[src/rtl/multicycle_ctrl.sv]
// Multicycle MIPS-subset control FSM: sequences FETCH/DECODE/EXEC/MEM/WB and
// drives datapath strobes/selects as a decode of the current state, latched IR and mem_ready/zero.
module multicycle_ctrl (
  input  logic        clk,
  input  logic        reset_n,
  input  logic        start,
  input  logic [31:0] instr,
  input  logic        mem_ready,
  input  logic        zero,
  output logic        IRWrEn,
  output logic        PCWrEn,
  output logic        RegWrEn,
  output logic        MemWrEn,
  output logic        MemRdEn,
  output logic [1:0]  PCSel,
  output logic [1:0]  RegDataWrSel,
  output logic [1:0]  RegAddrWrSel,
  output logic        ALUImm,
  output logic [2:0]  command,
  output logic [2:0]  state,
  output logic        illegal,
  output logic [15:0] retired
);

  typedef enum logic [2:0] {
    S_IDLE   = 3'd0,
    S_FETCH  = 3'd1,
    S_DECODE = 3'd2,
    S_EXEC   = 3'd3,
    S_MEM    = 3'd4,
    S_WB     = 3'd5,
    S_HALT   = 3'd6
  } state_t;

  typedef enum logic [3:0] {
    C_ILL, C_J, C_JAL, C_JR, C_LW, C_SW, C_BNE,
    C_ADDI, C_XORI, C_ADD, C_SUB, C_SLT
  } cls_t;

  localparam logic [2:0] CMD_ADD = 3'd0;
  localparam logic [2:0] CMD_SUB = 3'd1;
  localparam logic [2:0] CMD_XOR = 3'd2;
  localparam logic [2:0] CMD_SLT = 3'd3;

  state_t      cur;
  logic [31:0] ir;
  cls_t        cls;
  logic [2:0]  alu_cmd;
  logic        alu_imm;

  assign state = cur;

  always_comb begin
    cls = C_ILL;
    case (ir[31:26])
      6'h02: cls = C_J;
      6'h03: cls = C_JAL;
      6'h23: cls = C_LW;
      6'h2b: cls = C_SW;
      6'h05: cls = C_BNE;
      6'h08: cls = C_ADDI;
      6'h0e: cls = C_XORI;
      6'h00: begin
        case (ir[5:0])
          6'h08:   cls = C_JR;
          6'h20:   cls = C_ADD;
          6'h22:   cls = C_SUB;
          6'h2a:   cls = C_SLT;
          default: cls = C_ILL;
        endcase
      end
      default: cls = C_ILL;
    endcase
  end

  always_comb begin
    alu_cmd = CMD_ADD;
    alu_imm = 1'b0;
    case (cls)
      C_LW, C_SW, C_ADDI: begin alu_cmd = CMD_ADD; alu_imm = 1'b1; end
      C_XORI:             begin alu_cmd = CMD_XOR; alu_imm = 1'b1; end
      C_BNE, C_SUB:       alu_cmd = CMD_SUB;
      C_SLT:              alu_cmd = CMD_SLT;
      default:            alu_cmd = CMD_ADD;
    endcase
  end

  // Outputs follow the (asynchronously reset) state, so reset clears them without a clock edge.
  always_comb begin
    IRWrEn       = 1'b0;
    PCWrEn       = 1'b0;
    RegWrEn      = 1'b0;
    MemWrEn      = 1'b0;
    MemRdEn      = 1'b0;
    PCSel        = 2'b00;
    RegDataWrSel = 2'b00;
    RegAddrWrSel = 2'b00;
    ALUImm       = 1'b0;
    command      = CMD_ADD;
    case (cur)
      S_FETCH: begin
        MemRdEn = 1'b1;
        IRWrEn  = mem_ready;
      end
      S_DECODE: begin
        case (cls)
          C_J: PCWrEn = 1'b1;
          C_JAL: begin
            PCWrEn       = 1'b1;
            RegWrEn      = 1'b1;
            RegDataWrSel = 2'b11;
            RegAddrWrSel = 2'b11;
          end
          C_JR: begin
            PCWrEn = 1'b1;
            PCSel  = 2'b01;
          end
          default: ;
        endcase
      end
      S_EXEC: begin
        command = alu_cmd;
        ALUImm  = alu_imm;
        if (cls == C_BNE) begin
          PCWrEn = 1'b1;
          PCSel  = zero ? 2'b10 : 2'b11;
        end
      end
      S_MEM: begin
        command = alu_cmd;
        ALUImm  = alu_imm;
        if (cls == C_LW) begin
          MemRdEn = 1'b1;
        end else begin
          MemWrEn = 1'b1;
          if (mem_ready) begin
            PCWrEn = 1'b1;
            PCSel  = 2'b10;
          end
        end
      end
      S_WB: begin
        command      = alu_cmd;
        ALUImm       = alu_imm;
        RegWrEn      = 1'b1;
        PCWrEn       = 1'b1;
        PCSel        = 2'b10;
        RegDataWrSel = (cls == C_LW) ? 2'b01 : 2'b00;
        RegAddrWrSel = (cls == C_LW || cls == C_ADDI || cls == C_XORI) ? 2'b01 : 2'b00;
      end
      default: ;
    endcase
  end

  always_ff @(posedge clk or negedge reset_n) begin
    if (!reset_n) begin
      cur     <= S_IDLE;
      ir      <= 32'd0;
      illegal <= 1'b0;
      retired <= 16'd0;
    end else begin
      if (PCWrEn) retired <= retired + 16'd1;
      case (cur)
        S_IDLE: if (start) cur <= S_FETCH;
        S_FETCH: begin
          if (mem_ready) begin
            ir  <= instr;
            cur <= S_DECODE;
          end
        end
        S_DECODE: begin
          case (cls)
            C_J, C_JAL, C_JR: cur <= S_FETCH;
            C_ILL: begin
              cur     <= S_HALT;
              illegal <= 1'b1;
            end
            default: cur <= S_EXEC;
          endcase
        end
        S_EXEC: begin
          case (cls)
            C_BNE:      cur <= S_FETCH;
            C_LW, C_SW: cur <= S_MEM;
            default:    cur <= S_WB;
          endcase
        end
        S_MEM: if (mem_ready) cur <= (cls == C_LW) ? S_WB : S_FETCH;
        S_WB:   cur <= S_FETCH;
        S_HALT: cur <= S_HALT;
        default: cur <= S_IDLE;
      endcase
    end
  end

endmodule
[config.mk]
export PLATFORM = sky130hd
export DESIGN_NAME = multicycle_ctrl
export DESIGN_NICKNAME = d
export VERILOG_FILES = /design/src/rtl/multicycle_ctrl.sv
export SDC_FILE = /design/constraint.sdc
export NUM_CORES = 1
export LEC_CHECK = 0
export BUFFER_PORTS_ARGS = -buffer_cell sky130_fd_sc_hd__buf_4
export CELL_PAD_IN_SITES_DETAIL_PLACEMENT = 1
export CELL_PAD_IN_SITES_GLOBAL_PLACEMENT = 1
export CORE_MARGIN = 3
export CORE_UTILIZATION = 33
export DETAILED_ROUTE_END_ITERATION = 7
export PLACE_DENSITY_LB_ADDON = 0.08
export SLEW_MARGIN = 20
export SYNTH_ARGS = -nofsm -noshare
export SYNTH_HDL_FRONTEND = slang
export SYNTH_SLANG_ARGS = --single-unit
[constraint.sdc]
create_clock -name clk -period 2 [get_ports clk]
set_input_delay 0.1 -clock clk [delete_from_list [all_inputs] [get_ports clk]]
set_output_delay 0.1 -clock clk [all_outputs]
set_load 0.01 [all_outputs]
### Yosys cells after proc, flatten, opt, wreduce, memory -nomap -nowiden

Cells that the tools add are included.

* add/subtract/negate cells: 1
* equal/unequal tests: 30
* muxes and demuxes: 36
* reduce and logical (&&, ||, !) cells: 13

Operators by type and width (count)
* one-hot mux 4 bit (8 select lines): 1
* == test 6 bit, second input constant: 5
* one-hot mux 3 bit (7 select lines): 1
* == test 6 x 4 -> 1 bit, second input constant: 3
* adder 16 x 1 -> 16 bit, second input constant: 1
* == test 4 x 3 -> 1 bit, second input constant: 4
* one-hot mux 4 bit (4 select lines): 1
* two-way mux 1 bit: 15
* two-way mux 3 bit: 5
* == test 4 bit, second input constant: 3
* == test 6 x 2 -> 1 bit, second input constant: 2
* one-hot mux 3 bit (2 select lines): 2
* == test 3 bit, second input constant: 3
* == test 4 x 2 -> 1 bit, second input constant: 2
* two-way mux 2 bit: 4
* one-hot mux 2 bit (2 select lines): 2
* one-hot mux 2 bit (4 select lines): 1
* == test 3 x 2 -> 1 bit, second input constant: 2
* == test 6 x 3 -> 1 bit, second input constant: 1
* logical NOT 6 bit: 1
* != test 2 bit, second input constant: 3
* one-hot mux 2 bit (3 select lines): 1
* OR reduction 3 bit: 2
* == test 4 x 1 -> 1 bit, second input constant: 1
* other kinds (10): 14

* bits in registers: 52
* bits of input ports: 37
* output and inout port bits: 35
* word-level logic and storage cells: 84

### Logic depth before layout (Yosys ltp)

Gate-level depths: netlist of run 1.

* word-level depth: 8
* mapped depth: 10
* mapped depth without buffers: 7

### Worst setup path before layout of run 1

OpenSTA, ideal clock, no wires.

* path type: register -> output
* from: register ir[27]
* to: output command[0]
* arrival time: 1874 ps
* slack: 26 ps
* stages on the path, launching flop included: 6
* path buffers: 1
* cell sequence: dfrtp_1 > buf_6 > or4_1 > a2111o_1 > nand2b_1 > a21oi_1

* longest elaborated chain between the ends: 6
* elaborated cells on any way between the ends: 16
* those cells by class: eq/ne: 11; mux: 3; reduce/logical: 2

RTL lines
* start, declared: line 46 `logic [31:0] ir;`
* start signal, assigned: line 167 `ir <= instr;`
* == test 6 x 4 -> 1 bit, or another cell as far along: line 55 `case (ir[31:26])`
* one-hot mux 4 bit (8 select lines) (*): line 55
* == test 4 x 3 -> 1 bit / == test 4 bit (equally long branches): line 79 `case (cls)`
* OR reduction 2 bit: line 79
* one-hot mux 2 bit (3 select lines) (*): line 79
* two-way mux 3 bit (*): line 100 `case (cur)`
* end, declared: line 19 `output logic [2:0] command,`

Mark *: on every way between the ends. The rest lies on a longest branch, timed or not.

### Worst setup path after layout of run 1

* from: register ir[2]
* to: output command[0]

* longest elaborated chain between the ends: 7
* elaborated cells on any way between the ends: 13
* those cells by class: eq/ne: 8; mux: 4; reduce/logical: 1

RTL lines
* == test 6 bit / == test 6 x 4 -> 1 bit (equally long branches): line 64 `case (ir[5:0])`
* one-hot mux 4 bit (4 select lines) (*): line 64
* one-hot mux 4 bit (8 select lines) (*): line 55
* == test 4 x 3 -> 1 bit / == test 4 bit (equally long branches): line 79
* OR reduction 2 bit: line 79
* one-hot mux 2 bit (3 select lines) (*): line 79
* two-way mux 3 bit (*): line 100

Marked as above.

==> impl_metrics.env, run 1 <==
export IMPL_ys_seq_area_frac=0.404
export IMPL_dieArea_um2=6970
export IMPL_avgSynthCellArea_um2=9.90
export IMPL_initial_core_util=0.351
export IMPL_fill_cells=643
export IMPL_synth_simple_gate_area_share=0.258
export IMPL_synth_compound_area_frac=0.107
export IMPL_top_layer_used="met4"
export IMPL_synth_fa_ha_area_frac=0.00632
export IMPL_pre_cts_ws_ps=-153
export IMPL_cts_sinks=32
export IMPL_wl_um=6770
export IMPL_synth_top_family_by_area="simple AND/OR/NAND/NOR gates"
export IMPL_first_global_vias=1972
export IMPL_synth_cell_area_um2=1980
export IMPL_rsz0062_at_grt="yes"
export IMPL_synth_async_reset_ratio=1.00
export IMPL_fin_setup_tns_ps=-7710
export IMPL_drv_cap=0
export IMPL_power_leakage_uw=0.00148
export IMPL_wl_met3_um=249
export IMPL_synth_xor_area_share=0.0884
export IMPL_finalCriticalPeriod_ps=2450
export IMPL_syn_inst=200
export IMPL_met2WireLength_um=3330
export IMPL_ys_types=52
export IMPL_gp_congestion=0.840
export IMPL_maxSlewViolCount=0
export IMPL_synthMuxAreaShare=0.0790
export IMPL_drc_errors=0
export IMPL_power_density_nw_per_um2=1420
export IMPL_synth_ff_type="dfrtp_1"
export IMPL_die_w_um=83.5
export IMPL_violations="setup timing"
export IMPL_clk_latency_ps=290
export IMPL_setup_viol=28
export IMPL_tightest_slew_ps=573
export IMPL_grt_remaining_overflow=0
export IMPL_fp_row_count=27
export IMPL_drive_above_1_share=0.584
export IMPL_post_drt_wl_per_cell_um=18.0
export IMPL_finalHoldViolations=0
export IMPL_peakVddDrop_uv=711
export IMPL_ys_seq_elements=32
export IMPL_max_clock_freq_mhz=408
export IMPL_hpwl_um=4090
export IMPL_vias=1933
export IMPL_yosys_warnings=0
export IMPL_wl_met1_um=3110
export IMPL_synth_nets=238
export IMPL_antennaDiodeCount=0
export IMPL_cp_slowest_stage_delay_ps=480
export IMPL_grtUsageTotal=0.179
export IMPL_drt_iter0_drc=81
export IMPL_vias_per_cell=5.13
export IMPL_arrival_ps=2350
export IMPL_cp_start_kind="register"
export IMPL_skew_ps=7.14
export IMPL_cts_buffers=5
export IMPL_crit_chain="nor3_2 -> nand3_2 -> or4_4 -> a2111o_1 -> nand2b_4 -> a21oi_2 -> buf_4"
export IMPL_clk_pin_slew_worst_paths_ps=60
export IMPL_antenna_found_initial=0
export IMPL_cts_root_buf="clkbuf_8"
export IMPL_required_ps=1900
export IMPL_io_buffers=50
export IMPL_synth_edf_count=0
export IMPL_layout_worst_path_cycle_share=1.23
export IMPL_die_h_um=83.5
export IMPL_syn_to_final_growth_pct=64.7
export IMPL_multiInputGateArea_um2=1330
export IMPL_worstPathMaxFanout=3
export IMPL_dr_pass1_iters=4
export IMPL_relSlewSlack=0.618
export IMPL_outcome="complete, but fails checks"
export IMPL_antenna_left=0
export IMPL_seq_area_um2=803
export IMPL_io_pins=72
export IMPL_worstSetupPathType="register to output port"
export IMPL_hp_class="primary input to register"
export IMPL_crit_path_end_kind="output port"
export IMPL_cp_slowest_cell="a2111o_1"
export IMPL_grt_max_degree=33
export IMPL_clockBufferDepth=2
export IMPL_grt_pass1_wl_um=10100
export IMPL_nNetsFinal=342
export IMPL_cts_tree="yes"
export IMPL_h_tree_depth=2
export IMPL_coreArea_um2=5640
export IMPL_setup_ws_ps=-454
[placed cells by master, fill, tap and decap left out, drive strengths merged, types with 2 or more instances in the layout]
| cell type | instances |
|---|---|
| xnor2 | 16 |
| buf | 109 |
| mux2 | 13 |
| dfrtp | 32 |
| and4 | 3 |
| o21ai | 9 |
| a21o | 2 |
| o311ai | 2 |
| nand4 | 7 |
| xor2 | 4 |
| nand2 | 15 |
| nor3 | 5 |
| nor4 | 2 |
| a31oi | 2 |
| nand2b | 9 |
| or4 | 2 |
| and3 | 6 |
| clkbuf | 7 |
| nand3 | 14 |
| a21oi | 8 |
| inv | 4 |
| nor2 | 14 |
[per-stage QoR]
step,utilization,std cells,area [um^2],power (uW),hold slack (ps)
after floorplan,-,200,1980,2270,-196
after global placement,0.462,341,2610,3120,67.0
after detailed placement,0.462,341,2610,3140,72.1
after CTS,0.538,368,3040,4210,35.1
after global routing,0.578,377,3260,4940,38.6
final,0.578,377,3260,4630,43.3
[cell usage after synthesis, types with 3 or more instances]
| master | number | share of area |
|---|---|---|
| a21oi_1 | 7 | 0.018 |
| nand4_1 | 7 | 0.022 |
| nand3_1 | 8 | 0.020 |
| nand3_2 | 6 | 0.030 |
| and3_1 | 6 | 0.019 |
| nor3_1 | 4 | 0.010 |
| nor2_1 | 14 | 0.027 |
| mux2_2 | 12 | 0.068 |
| o21ai_0 | 7 | 0.018 |
| xor2_1 | 4 | 0.018 |
| nand2b_1 | 8 | 0.025 |
| inv_1 | 4 | 0.0076 |
| dfrtp_1 | 32 | 0.40 |
| buf_4 | 3 | 0.011 |
| xnor2_1 | 16 | 0.071 |
| buf_2 | 4 | 0.010 |
| nand2_1 | 15 | 0.028 |
[final cells by class]
type	instances	area share
clock buffer	7	0.0265
multi-input combinational	151	0.406
inverter	4	0.00537
sequential	32	0.246
tap	72	0.0276
timing repair buffer	110	0.286
clock inverter	1	0.00230
[critical path: cells and delay by family, from the launching register on]
family	cells	cell delay [ps]
AOI/OAI and AO/OA	2	620
buffers and inverters	1	130
and+or+nand+nor	4	910
DFF	1	400
[repair_timing]
item	in CTS	in global routing
gates resized for setup	43	39
hold buffers	1	0
hold endpoints to repair	32	0
pin swaps	19	29
setup endpoints to repair	28	30
gates cloned	1	0
buffers inserted	17	14
[path summary, 6_finish.rpt]
path / startpoint / slack [ps] / to / cells after the start
worst max-delay path: ir[2] / -450 / command[0] / 7
max in group asynchronous: reset_n / 1380 / ir[29] / 2
worst max register to register: ir[27] / -380 / retired[12] / 12
worst min register to register: retired[15] / 500 / retired[15] / 1
worst min-delay path: instr[3] / 40 / ir[3] / 2
min in group asynchronous: reset_n / 290 / retired[0] / 2
[registers in the layout, summed over array words and instances, names as in the netlist]
name	cells
retired	16
ir	12
state	3
illegal	1
[metal layers]
metal / GRT usage / up-vias
met3: 0.0375 / 8
met2: 0.288 / 47
met1: 0.247 / 947
li1: - / 931
met4: 0.0439 / 0
met5: 0 / -
[where the power goes]
group / internal (uW) / switching [uW] / total, uW
clock network: 280 / 256 / 536
registers: 868 / 276 / 1140
logic: 1550 / 1400 / 2950
[cells by family after synthesis]
logic type / Yosys count
fa+ha+maj: 1
mux: 14
other cells: 1
xor+xnor: 20
buf+inv: 17
compound gates: 31
simple gates: 84
flops: 32
Power figures use the tool's default switching activity.
==> inputs of run 2 (changes only) <==
--- a/config.mk
+++ b/config.mk
@@ -9,7 +9,8 @@
 export CELL_PAD_IN_SITES_DETAIL_PLACEMENT = 1
 export CELL_PAD_IN_SITES_GLOBAL_PLACEMENT = 1
 export CORE_MARGIN = 3
-export CORE_UTILIZATION = 33
+export CORE_UTILIZATION = 34
+export CTS_BUF_LIST = sky130_fd_sc_hd__clkbuf_2
 export DETAILED_ROUTE_END_ITERATION = 7
 export PLACE_DENSITY_LB_ADDON = 0.08
 export SLEW_MARGIN = 20
==> impl_metrics.env, run 2 (synthesis results as in run 1) <==
export IMPL_layout_worst_path_cycle_share=1.24
export IMPL_r2r_cells=15
export IMPL_peakVddDrop_uv=757
export IMPL_final_util=0.618
export IMPL_min_to="state[0]"
export IMPL_max_clock_freq_mhz=403
export IMPL_hp_class="primary input to register"
export IMPL_antenna_left=0
export IMPL_clockBufferDepth=2
export IMPL_cts_root_buf="clkbuf_2"
export IMPL_hpwl_um=4150
export IMPL_wl_um=6980
export IMPL_relSlewSlack=0.609
export IMPL_grt_remaining_overflow=0
export IMPL_grt_max_degree=33
export IMPL_worstPathMaxFanout=3
export IMPL_reg2reg_to="retired[8]"
export IMPL_initial_core_util=0.355
export IMPL_hold_depth=3
export IMPL_rsz0062_at_grt="yes"
export IMPL_post_drt_wl_per_cell_um=17.7
export IMPL_total_power_uw=4750
export IMPL_power_leakage_uw=0.00158
export IMPL_nNetsFinal=359
export IMPL_layout_commonest_cell="buf_4"
export IMPL_pwr_share_comb=0.650
export IMPL_grtUsageTotal=0.206
export IMPL_cts_sinks=32
export IMPL_die_h_um=82.3
export IMPL_mostFrequentLayoutCells="93 x buf_4, 29 x dfrtp_1, 18 x buf_6"
export IMPL_vias=2007
export IMPL_cp_start_kind="register"
export IMPL_syn_to_final_growth_pct=73.9
export IMPL_crit_path_end_kind="output port"
export IMPL_largest_reg_flops=16
export IMPL_power_density_nw_per_um2=1380
export IMPL_whs_ps=22.2
export IMPL_finalHoldViolations=0
export IMPL_top_register="retired"
export IMPL_tightest_slew_ps=586
export IMPL_worstSetupPathType="register to output port"
export IMPL_io_pins=72
export IMPL_io_buffers=50
export IMPL_intPower_uw=2750
export IMPL_antenna_found_initial=0
export IMPL_switchingPower_uw=2000
export IMPL_drv_cap=0
export IMPL_gp_congestion=0.792
export IMPL_first_global_vias=2155
export IMPL_clkPwrFrac=0.104
export IMPL_maxSlewViolCount=0
export IMPL_setup_viol=30
export IMPL_required_ps=1900
export IMPL_clk_latency_ps=400
export IMPL_drive_above_1_share=0.593
export IMPL_dieArea_um2=6780
export IMPL_grt_pass1_wl_um=10600
export IMPL_swShare=0.422
export IMPL_coreArea_um2=5570
export IMPL_cts_buffers=5
export IMPL_setup_ws_ps=-480
export IMPL_reg2reg_slack_ps=-390
export IMPL_drt_iter0_drc=88
export IMPL_dr_pass1_iters=4
export IMPL_antennaDiodeCount=0
export IMPL_holdCritStartpoint="start"
export IMPL_arrival_ps=2380
export IMPL_clk_pin_slew_worst_paths_ps=210
export IMPL_fin_cells=394
export IMPL_dpl_cell_count=348
export IMPL_die_w_um=82.3
export IMPL_drc_errors=0
export IMPL_violations="setup timing"
export IMPL_finalCriticalPeriod_ps=2480
export IMPL_skew_ps=12.0
export IMPL_outcome="complete, but fails checks"
export IMPL_vias_per_cell=5.09
export IMPL_p_seq_frac=0.246
export IMPL_r2r_start="ir[4]"
export IMPL_fp_row_count=27
export IMPL_cts_tree="yes"
export IMPL_fill_cells=614
export IMPL_h_tree_depth=2
-- run 2: worst max path at each step --
stage,end,slack [ps],depth (start not counted),start
after global routing,command[0],-620,7,ir[4]
after floorplan,command[0],30,5,ir[27]
after CTS,command[0],-530,7,ir[2]
final,command[0],-480,7,ir[4]
after global placement,retired[1],-110,8,ir[28]
after detailed placement,command[0],-180,7,ir[4]
-- run 2: power groups by stage --
stage | registers (uW) | logic (uW) | clock network, uW
finish | 1170 | 3090 | 492
global route | 1210 | 3310 | 541
CTS | 1130 | 2700 | 494
detailed placement | 1120 | 2110 | 0
global placement | 1120 | 2070 | 0
floorplan | 1110 | 1160 | 0
-- run 2: cell type report --
type,instances,area (um^2),area share
Timing Repair Buffer,127,1100,0.319
Inverter,4,17.5,0.00509
Sequential cell,32,805,0.234
Tap cell,72,90.1,0.0262
Clock inverter,3,46.3,0.0134
Multi-Input combinational cell,151,1360,0.396
Clock buffer,5,25.0,0.00726
-- run 2: routing by layer --
| metal | share of wire | track usage |
|---|---|---|
| met1 | 0.40 | 0.246 |
| met2 | 0.55 | 0.368 |
| met3 | 0.045 | 0.0423 |
| met4 | 0.013 | 0.0664 |
| met5 | 0 | 0 |
-- run 2: repair_timing --
item	4_1_cts	5_1_grt
pin swaps	25	20
gates cloned	1	0
setup endpoints to repair	29	32
hold buffers	13	0
endpoints found under the hold margin	44	0
setup buffers	20	7
gates resized for setup	56	34
-- run 2: critical path: stages, from the launching register on --
cell and delay (ps):
dfrtp_1 460, nor3_4 210, nand3_2 100, or4_1 400
a2111o_1 420, nand2b_4 160, a21oi_2 110, buf_4 130
-- run 2: through the flow --
stage	TNS (ps)	instance area (um^2)	setup slack (ps)
after floorplan	0	1980	26.1
after global placement	-666	2660	-114
after detailed placement	-1050	2660	-183
after CTS	-7220	3240	-526
after global routing	-13960	3440	-620
final	-9710	3440	-480
==> inputs of run 3 (changes only) <==
--- a/config.mk
+++ b/config.mk
@@ -9,7 +9,7 @@
 export CELL_PAD_IN_SITES_DETAIL_PLACEMENT = 1
 export CELL_PAD_IN_SITES_GLOBAL_PLACEMENT = 1
 export CORE_MARGIN = 3
-export CORE_UTILIZATION = 34
+export CORE_UTILIZATION = 38
 export CTS_BUF_LIST = sky130_fd_sc_hd__clkbuf_2
 export DETAILED_ROUTE_END_ITERATION = 7
 export PLACE_DENSITY_LB_ADDON = 0.08
==> constraint.sdc (replaced) <==
create_clock -name clk -period 2.7 [get_ports clk]
set_input_delay 0.135 -clock clk [delete_from_list [all_inputs] [get_ports clk]]
set_output_delay 0.135 -clock clk [all_outputs]
set_load 0.01 [all_outputs]
==> impl_metrics.env, run 3 (synthesis results as in run 1) <==
export IMPL_pwr_share_comb=0.528
export IMPL_rsz0062_at_grt="yes"
export IMPL_grt_remaining_overflow=0
export IMPL_skew_ps=20.7
export IMPL_startpoint="ir[27]"
export IMPL_power_leakage_uw=0.00115
export IMPL_endpoint="command[0]"
export IMPL_holdCritStartpoint="start"
export IMPL_drc_errors=0
export IMPL_drt_iter0_drc=80
export IMPL_cp_slowest_stage_delay_ps=520
export IMPL_gp_congestion=0.808
export IMPL_drive_above_1_share=0.384
export IMPL_finalHoldViolations=0
export IMPL_crit_path_end_kind="output port"
export IMPL_clockBufferDepth=2
export IMPL_dr_pass1_iters=4
export IMPL_io_pins=72
export IMPL_reg2reg_to="retired[10]"
export IMPL_total_power_uw=2380
export IMPL_clk_pin_slew_worst_paths_ps=170
export IMPL_crit_chain="buf_4 -> or4_4 -> a2111o_1 -> nand2b_4 -> a21oi_2 -> buf_4"
export IMPL_outcome="completed"
export IMPL_syn_to_final_growth_pct=33.9
export IMPL_drv_cap=0
export IMPL_place_area_um2=2410
export IMPL_power_density_nw_per_um2=899
export IMPL_die_h_um=78.2
export IMPL_r2r_start="ir[30]"
export IMPL_cp_start_kind="register"
export IMPL_p_seq_frac=0.383
export IMPL_clkPwrFrac=0.089
export IMPL_peakVddDrop_uv=555
export IMPL_seq_area_um2=805
export IMPL_mostFrequentLayoutCells="61 x buf_4, 29 x dfrtp_1, 16 x xnor2_1"
export IMPL_hpwl_um=3860
export IMPL_fp_row_count=25
export IMPL_swShare=0.449
export IMPL_layout_worst_path_cycle_share=0.950
export IMPL_first_global_vias=1811
export IMPL_top_register="retired"
export IMPL_grt_max_degree=33
export IMPL_r2r_cells=8
export IMPL_maxSlewViolCount=0
export IMPL_arrival_ps=2430
export IMPL_dieArea_um2=6110
export IMPL_multiInputGateArea_um2=1130
export IMPL_finalInstanceArea_um2=2650
export IMPL_wl_um=5360
export IMPL_grtUsageTotal=0.187
export IMPL_whs_ps=55.9
export IMPL_cts_tree="yes"
export IMPL_die_w_um=78.2
export IMPL_finalCriticalPeriod_ps=2560
export IMPL_coreArea_um2=4880
export IMPL_vias=1738
export IMPL_fin_setup_tns_ps=0
export IMPL_io_buffers=50
export IMPL_h_tree_depth=2
export IMPL_setup_viol=0
export IMPL_clk_latency_ps=370
export IMPL_cts_sinks=32
export IMPL_intPower_uw=1310
export IMPL_required_ps=2570
export IMPL_cts_buffers=5
export IMPL_fill_cells=595
export IMPL_grt_pass1_wl_um=9080
export IMPL_antenna_found_initial=0
export IMPL_worstSetupPathType="register to output port"
export IMPL_vias_per_cell=5.19
export IMPL_switchingPower_uw=1070
export IMPL_worstPathMaxFanout=9
export IMPL_largest_reg_flops=16
export IMPL_layout_commonest_cell="buf_4"
export IMPL_nNetsFinal=306
export IMPL_max_clock_freq_mhz=390
export IMPL_post_drt_wl_per_cell_um=16.0
export IMPL_antennaDiodeCount=0
export IMPL_initial_core_util=0.406
export IMPL_cp_slowest_cell="dfrtp_2"
export IMPL_antenna_left=0
export IMPL_cts_root_buf="clkbuf_2"
export IMPL_cp_common_cell="buf_4"
export IMPL_reg2reg_slack_ps=430
export IMPL_hp_class="primary input to register"
-- run 3: changes by cell type in the layout (fill, tap and decap cells not counted), moves of 5 or more --
| cell | delta |
|---|---|
| buf_4 | -32 |
| o21ai_0 | +5 |
| nand2_1 | +7 |
| xnor2_1 | +5 |
| buf_6 | -18 |
-- run 3: power groups by stage --
| stage | Sequential, uW | Clock (uW) | Combinational [uW] |
|---|---|---|---|
| floorplan | 819 | 0 | 860 |
| global placement | 895 | 0 | 1160 |
| detailed placement | 899 | 0 | 1190 |
| CTS | 903 | 232 | 1210 |
| global route | 949 | 252 | 1390 |
| finish | 912 | 213 | 1260 |
-- run 3: metrics by stage --
stage          utilization  instances  setup WS, ps
6_report             0.543        335           136
3_5_place_dp         0.495        313           319
5_1_grt              0.543        335         -35.4
2_1_floorplan            -        200           691
4_1_cts              0.531        333         0.906
3_3_place_gp         0.495        313           341
-- run 3: area by class of cell --
class                      count  area share
tap                           67      0.0316
clock buffer                   5     0.00944
timing repair buffer          74       0.222
multi-input combinational    151       0.425
sequential                    32       0.303
inverter                       4     0.00566
clock inverter                 2     0.00283
-- run 3: layer usage --
layer,track usage,share of wire,vias to the layer above
met3,0.0321,0.036,7
li1,-,-,853
met5,0,0,-
met4,0.0577,0.013,0
met2,0.320,0.50,32
met1,0.240,0.45,846
-- run 3: timing repair --
item                                    in CTS  in global routing
resized for setup                            3                 10
setup buffers                                0                  2
hold buffers                                13                  0
pin swaps                                    0                  4
endpoints found under the setup margin       2                  6
endpoints found under the hold margin       44                  0
-- run 3: how the worst min path moves through the flow --
stage                to  depth (start not counted)  slack, ps
6_report       state[0]                          3         60
5_1_grt        state[0]                          3         40
4_1_cts        state[0]                          3         40
3_5_place_dp      ir[0]                          1        100
3_3_place_gp      ir[3]                          1        100
2_1_floorplan   illegal                          0       -160
-- run 3: critical path: cells and delay by family, from the launching register on --
kind | cells | cell delay [ps]
AOI/OAI and AO/OA | 2 | 560
buffers and inverters | 2 | 310
DFF | 1 | 520
and+or+nand+nor | 2 | 680
